## config.mk

```make
export PLATFORM = sky130hd
export DESIGN_NAME = ula_result_fifo
export DESIGN_NICKNAME = d
export VERILOG_FILES = /design/src/rtl/ula_result_fifo.sv
export SDC_FILE = /design/constraint.sdc
export NUM_CORES = 1
export LEC_CHECK = 0
export CELL_PAD_IN_SITES_DETAIL_PLACEMENT = 1
export CELL_PAD_IN_SITES_GLOBAL_PLACEMENT = 2
export CORE_MARGIN = 2
export CORE_UTILIZATION = 32
export DETAILED_ROUTE_END_ITERATION = 8
export GPL_ROUTABILITY_DRIVEN = 0
export PLACE_DENSITY_LB_ADDON = 0.1
export RECOVER_POWER = 100
export SLEW_MARGIN = 10
export SYNTH_ARGS = -nofsm -noshare
export SYNTH_HDL_FRONTEND = slang
export SYNTH_SLANG_ARGS = --single-unit
```

## constraint.sdc

```tcl
create_clock -name clk -period 8.1 [get_ports clk]
set_input_delay 1.62 -clock clk [delete_from_list [all_inputs] [get_ports clk]]
set_output_delay 1.62 -clock clk [all_outputs]
set_load 0.05 [all_outputs]
```

## src/rtl/ula_result_fifo.sv

```systemverilog
// ula_result_fifo: first-word-fall-through result FIFO behind sequential_basic_ula.
// Every valid ULA result (word + carry-out) is captured and handed to a consumer
// over valid/ready. Occupancy, full/empty and a sticky overflow flag are reported.
// Optional feature macro: ULA_RFIFO_WATERMARK_EN adds o_max_level (peak occupancy).
module ula_result_fifo #(
    parameter int  DATA_W = 32,
    parameter int  DEPTH  = 8,
    localparam int AW     = $clog2(DEPTH)
) (
    input  logic              clk,
    input  logic              rst,
    input  logic              i_data_valid,
    input  logic [DATA_W-1:0] i_data_result,
    input  logic              i_data_carryout,
    output logic              o_rd_valid,
    input  logic              i_rd_ready,
    output logic [DATA_W-1:0] o_rd_result,
    output logic              o_rd_carryout,
    output logic [AW:0]       o_level,
    output logic              o_full,
    output logic              o_empty,
    output logic              o_overflow,
`ifdef ULA_RFIFO_WATERMARK_EN
    output logic [AW:0]       o_max_level,
`endif
    input  logic              i_clr_overflow
);

    // One stored result: carry sits above the result word.
    typedef struct packed {
        logic              carry;
        logic [DATA_W-1:0] result;
    } entry_t;

    entry_t        r_mem [DEPTH];
    logic [AW:0]   r_wr_ptr;
    logic [AW:0]   r_rd_ptr;
    logic          r_overflow;

    logic [AW:0]   w_level;
    logic [AW:0]   w_level_nxt;
    logic          w_full;
    logic          w_empty;
    logic          w_pop;
    logic          w_push;
    logic          w_drop;
    entry_t        w_head;

    // Pointers carry one extra wrap bit, so occupancy is a plain difference
    // and full/empty are unambiguous without a separate counter.
    assign w_level = r_wr_ptr - r_rd_ptr;
    assign w_full  = (w_level == (AW+1)'(DEPTH));
    assign w_empty = (r_wr_ptr == r_rd_ptr);

    // A pop frees a slot this same edge, so a push at full is still accepted
    // when the head is leaving.
    assign w_pop  = !w_empty && i_rd_ready;
    assign w_push = i_data_valid && (!w_full || w_pop);
    assign w_drop = i_data_valid && w_full && !w_pop;

    assign w_level_nxt = w_level + (AW+1)'(w_push) - (AW+1)'(w_pop);

    // Storage array: written on accepted pushes only, never reset.
    always_ff @(posedge clk) begin
        if (!rst && w_push)
            r_mem[r_wr_ptr[AW-1:0]] <= '{carry: i_data_carryout, result: i_data_result};
    end

    // Pointer update; reset wins over any same-cycle push or pop.
    always_ff @(posedge clk) begin
        if (rst) begin
            r_wr_ptr <= '0;
            r_rd_ptr <= '0;
        end else begin
            if (w_push) r_wr_ptr <= r_wr_ptr + 1'b1;
            if (w_pop)  r_rd_ptr <= r_rd_ptr + 1'b1;
        end
    end

    // Sticky overflow: a dropped write sets it, clear only takes effect when
    // no drop happens on the same edge.
    always_ff @(posedge clk) begin
        if (rst)
            r_overflow <= 1'b0;
        else if (w_drop)
            r_overflow <= 1'b1;
        else if (i_clr_overflow)
            r_overflow <= 1'b0;
    end

`ifdef ULA_RFIFO_WATERMARK_EN
    logic [AW:0] r_max_level;

    // Peak occupancy tracker; a clear restarts it, keeping a level rise
    // that lands on the same edge.
    always_ff @(posedge clk) begin
        if (rst)
            r_max_level <= '0;
        else if (i_clr_overflow)
            r_max_level <= (w_push && !w_pop) ? w_level_nxt : '0;
        else if (w_level_nxt > r_max_level)
            r_max_level <= w_level_nxt;
    end

    assign o_max_level = r_max_level;
`else
    // Next level is only consumed by the watermark tracker.
    logic w_unused;
    assign w_unused = ^w_level_nxt;
`endif

    // Head entry falls straight through from the array; zeroed when empty.
    assign w_head        = r_mem[r_rd_ptr[AW-1:0]];
    assign o_rd_valid    = !w_empty;
    assign o_rd_result   = w_empty ? '0   : w_head.result;
    assign o_rd_carryout = w_empty ? 1'b0 : w_head.carry;

    assign o_level    = w_level;
    assign o_full     = w_full;
    assign o_empty    = w_empty;
    assign o_overflow = r_overflow;

endmodule
```

==> metrics.txt <==
die width=187 um; effective utilization at floorplan=32.7%; Fillers=3,163; Nets=649; FP Rows=66; drt first pass iters=4; Max Freq=between 150 and 200 MHz; Routed Wire Length=23.7 mm; met1 usage=between 10% and 20%; Max Root-Sink Buffers=3; status=finished with violations; flops & latches, synth=~280; clk slew on worst S/H paths=0.06 ns; number of synthesized flops with an enable pin=264; violated checks=max-capacitance violations, max-slew violations; terminus of the critical flop-to-flop path=r_mem[5][0]$_DFFE_PP_; Post-synth top flop=edfxtp_1; initial antenna violation count=3; register area share after synthesis=between 70% and 80%; Total Routing Usage GR=13.7%; WP data arrival=a little under 5 ns; Setup Viol. Count Final=0; Design Area, Final=13,000 sq um; area leader, netlist=edfxtp_1; CTS resizes=0; worst hold path cell count=2; worst skew pair latency=between 0.5 and 0.6 ns; critical path startpoint category=register; DRT antenna net count=0; Slew Limit Fails=approximately 180; Clock Skew=approximately 0.012 ns; Final Hold Viols=0; Leak=roughly 4.0 nW; WP data required=between 6 and 7 ns; Post-DP HPWL=around 13 mm; hold_sp=o_overflow$_SDFFE_PP0P_; Die Area=between 30,000 and 40,000 sq um; Pwr Total=approximately 4.4 mW; die height=187 um; R2R setup slack=2.59 ns; Layout area overhead=21.9%; port buffer count=78; Clock Sinks=approximately 280; total CTS buffers=31; count leader, synth=edfxtp_1; Yosys cell types=35; number of global-route vias before repair=5,688; Vias=~5,000; GR peak layer=met2; GRT overflow=0; setup TNS=0 ns; Iteration-0 DRC Markers=about 290; core area=around 33,000 sq um; Final Cycle Share=80.8%; Hold EP=o_overflow$_SDFFE_PP0P_; top cell type's share of synthesized area=approximately three quarters; Hold Path Class=reg -> reg; FFs w/ async S/R, synth=0%; met3 Resource Use GR=between 2 and 3%; max-cap viol count=9; CP peak stage delay=around 1.7 ns; WS Path Type=reg -> out; Via density=~4.8; critical path fanouts, max=34; Post-synth top cells=edfxtp_1 (264), mux4_2 (66), nor2_1 (40); Clock H-tree levels=1; max_slew headroom=-99.6%; launching point of the worst reg2reg path=r_wr_ptr[1]$_SDFFE_PP0P_; CTS tree=done; DRC viols=0; crit end category=output port; placed cell areas=between 10,000 and 15,000 sq um; met2 Track Usage GR=a little under a quarter; Worst Max-Slew Pin Slew=approximately 3 ns; Ports=79; Hold WS=about 0.48 ns; Period minus WS final=6.54 ns; YS warnings=0; Area contributors post-synth=edfxtp_1 (74%), mux4_2 (14%), mux2i_1 (3.1%); Post-CTS Hold Fix Bufs=0; CP cell instances=inv_1 -> ha_1 -> nand3_1 -> or2_2 -> clkinv_1 -> clkbuf_1 -> nor2_1 -> clkdlybuf4s50_1; Worst IR Drop VDD=between 0.2 and 0.25 mV; Syn Nets=545; Post-Synthesis Cells=501; cell count of the worst reg-to-reg path=8; synthesized area per cell=~21 sq um; RSZ-0062 raised after global routing=false; first-pass GRT wire length=35.8 mm; WL/cell=22.1 um; largest net degree at the start of global routing=67; root buf cell=clkbuf_16; Post-Syn Area=about 11,000 sq um; layout cell share with drive strength beyond 1=~20%; postcts setup bufs=0; CP max-delay cell=clkbuf_1; PD cells=338 nW/um^2
[power breakdown]
group	switching [mW]	internal, mW	leakage, nW	total, mW
registers	0.0828	1.62	2.48	1.71
clock network	0.543	0.886	0.504	1.43
logic	0.807	0.458	1.06	1.26
[cell type report]
cell class / instances / area (sq um) / share of cell area [%]
diodes: 1 / 2.50 / 0.0192
clock buffers: 35 / 791 / 6.07
clock inverters: 22 / 258 / 1.98
inverters: 9 / 33.8 / 0.259
multi-input cells: 193 / 2350 / 18.1
flip-flops and latches: 276 / 8180 / 62.8
well taps: 442 / 553 / 4.25
repair buffers: 94 / 852 / 6.54
[stage by stage]
stage	setup slack, ns	util [%]	std cells
after floorplan	2.45	-	501
after global placement	3.19	36.9	1014
after detailed placement	3.16	36.9	1014
after CTS	2.57	40.2	1071
after global routing	1.23	39.8	1071
final	1.56	39.8	1072
[state kept, by name, summed over array words and instances, names as in the netlist, named ones only]
name and flops:
r_rd_ptr 4, o_overflow 1, r_mem 264, r_wr_ptr 4
[cells in the final DEF (no fill, tap or decap), types with 2 or more instances in the layout]
master and n:
a21oi_1 8, buf_4 3, bufinv_16 6, clkbuf_1 17, clkbuf_16 31, clkdlybuf4s50_1 5
clkinv_1 9, clkinv_2 5, clkinvlp_4 3, dfxtp_1 9, dfxtp_4 2, dlygate4sd3_1 73
edfxtp_1 264, ha_1 5, inv_1 8, mux2i_1 33, mux4_2 66, nand2_1 7
nand3_1 5, nor2_1 40, nor3_1 4, nor3b_1 3, o21ai_0 3, or3_1 4
xnor2_1 2
[critical path, delay by kind of cell (launching register included)]
family                     cells  cell delay (ns)
DFF                            1             0.44
buffers and inverters          4             2.76
adders and majority gates      1             0.34
and+or+nand+nor                3             0.83
[per-layer routing]
| layer | part of all wire, % | vias up |
|---|---|---|
| li1 | - | 2261 |
| met1 | 44 | 2726 |
| met2 | 50 | 90 |
| met3 | 3.7 | 42 |
| met4 | 2.4 | 4 |
| met5 | 0.072 | - |
[how the worst max path moves through the flow]
stage,from,endpoint,cells past startpoint
final,r_wr_ptr[0]$_SDFFE_PP0P_,o_rd_result[0],8
after floorplan,i_rd_ready,r_mem[6][0]$_DFFE_PP_,3
after global placement,register,o_rd_result[0],5
after detailed placement,register,o_rd_result[0],5
after CTS,register,o_rd_result[0],5
after global routing,r_wr_ptr[0]$_SDFFE_PP0P_,o_rd_result[0],8
[kinds of logic after synthesis]
family,after synthesis,synth area share [%]
AOI/OAI and AO/OA,15,1.05
xor gates and xnor gates,4,0.398
adders and majority gates,6,0.773
buffers and inverters,32,1.24
DFF,276,76.5
muxes,99,17.0
and+or+nand+nor,69,3.02
No activity file was read; power rests on OpenSTA's default activity.
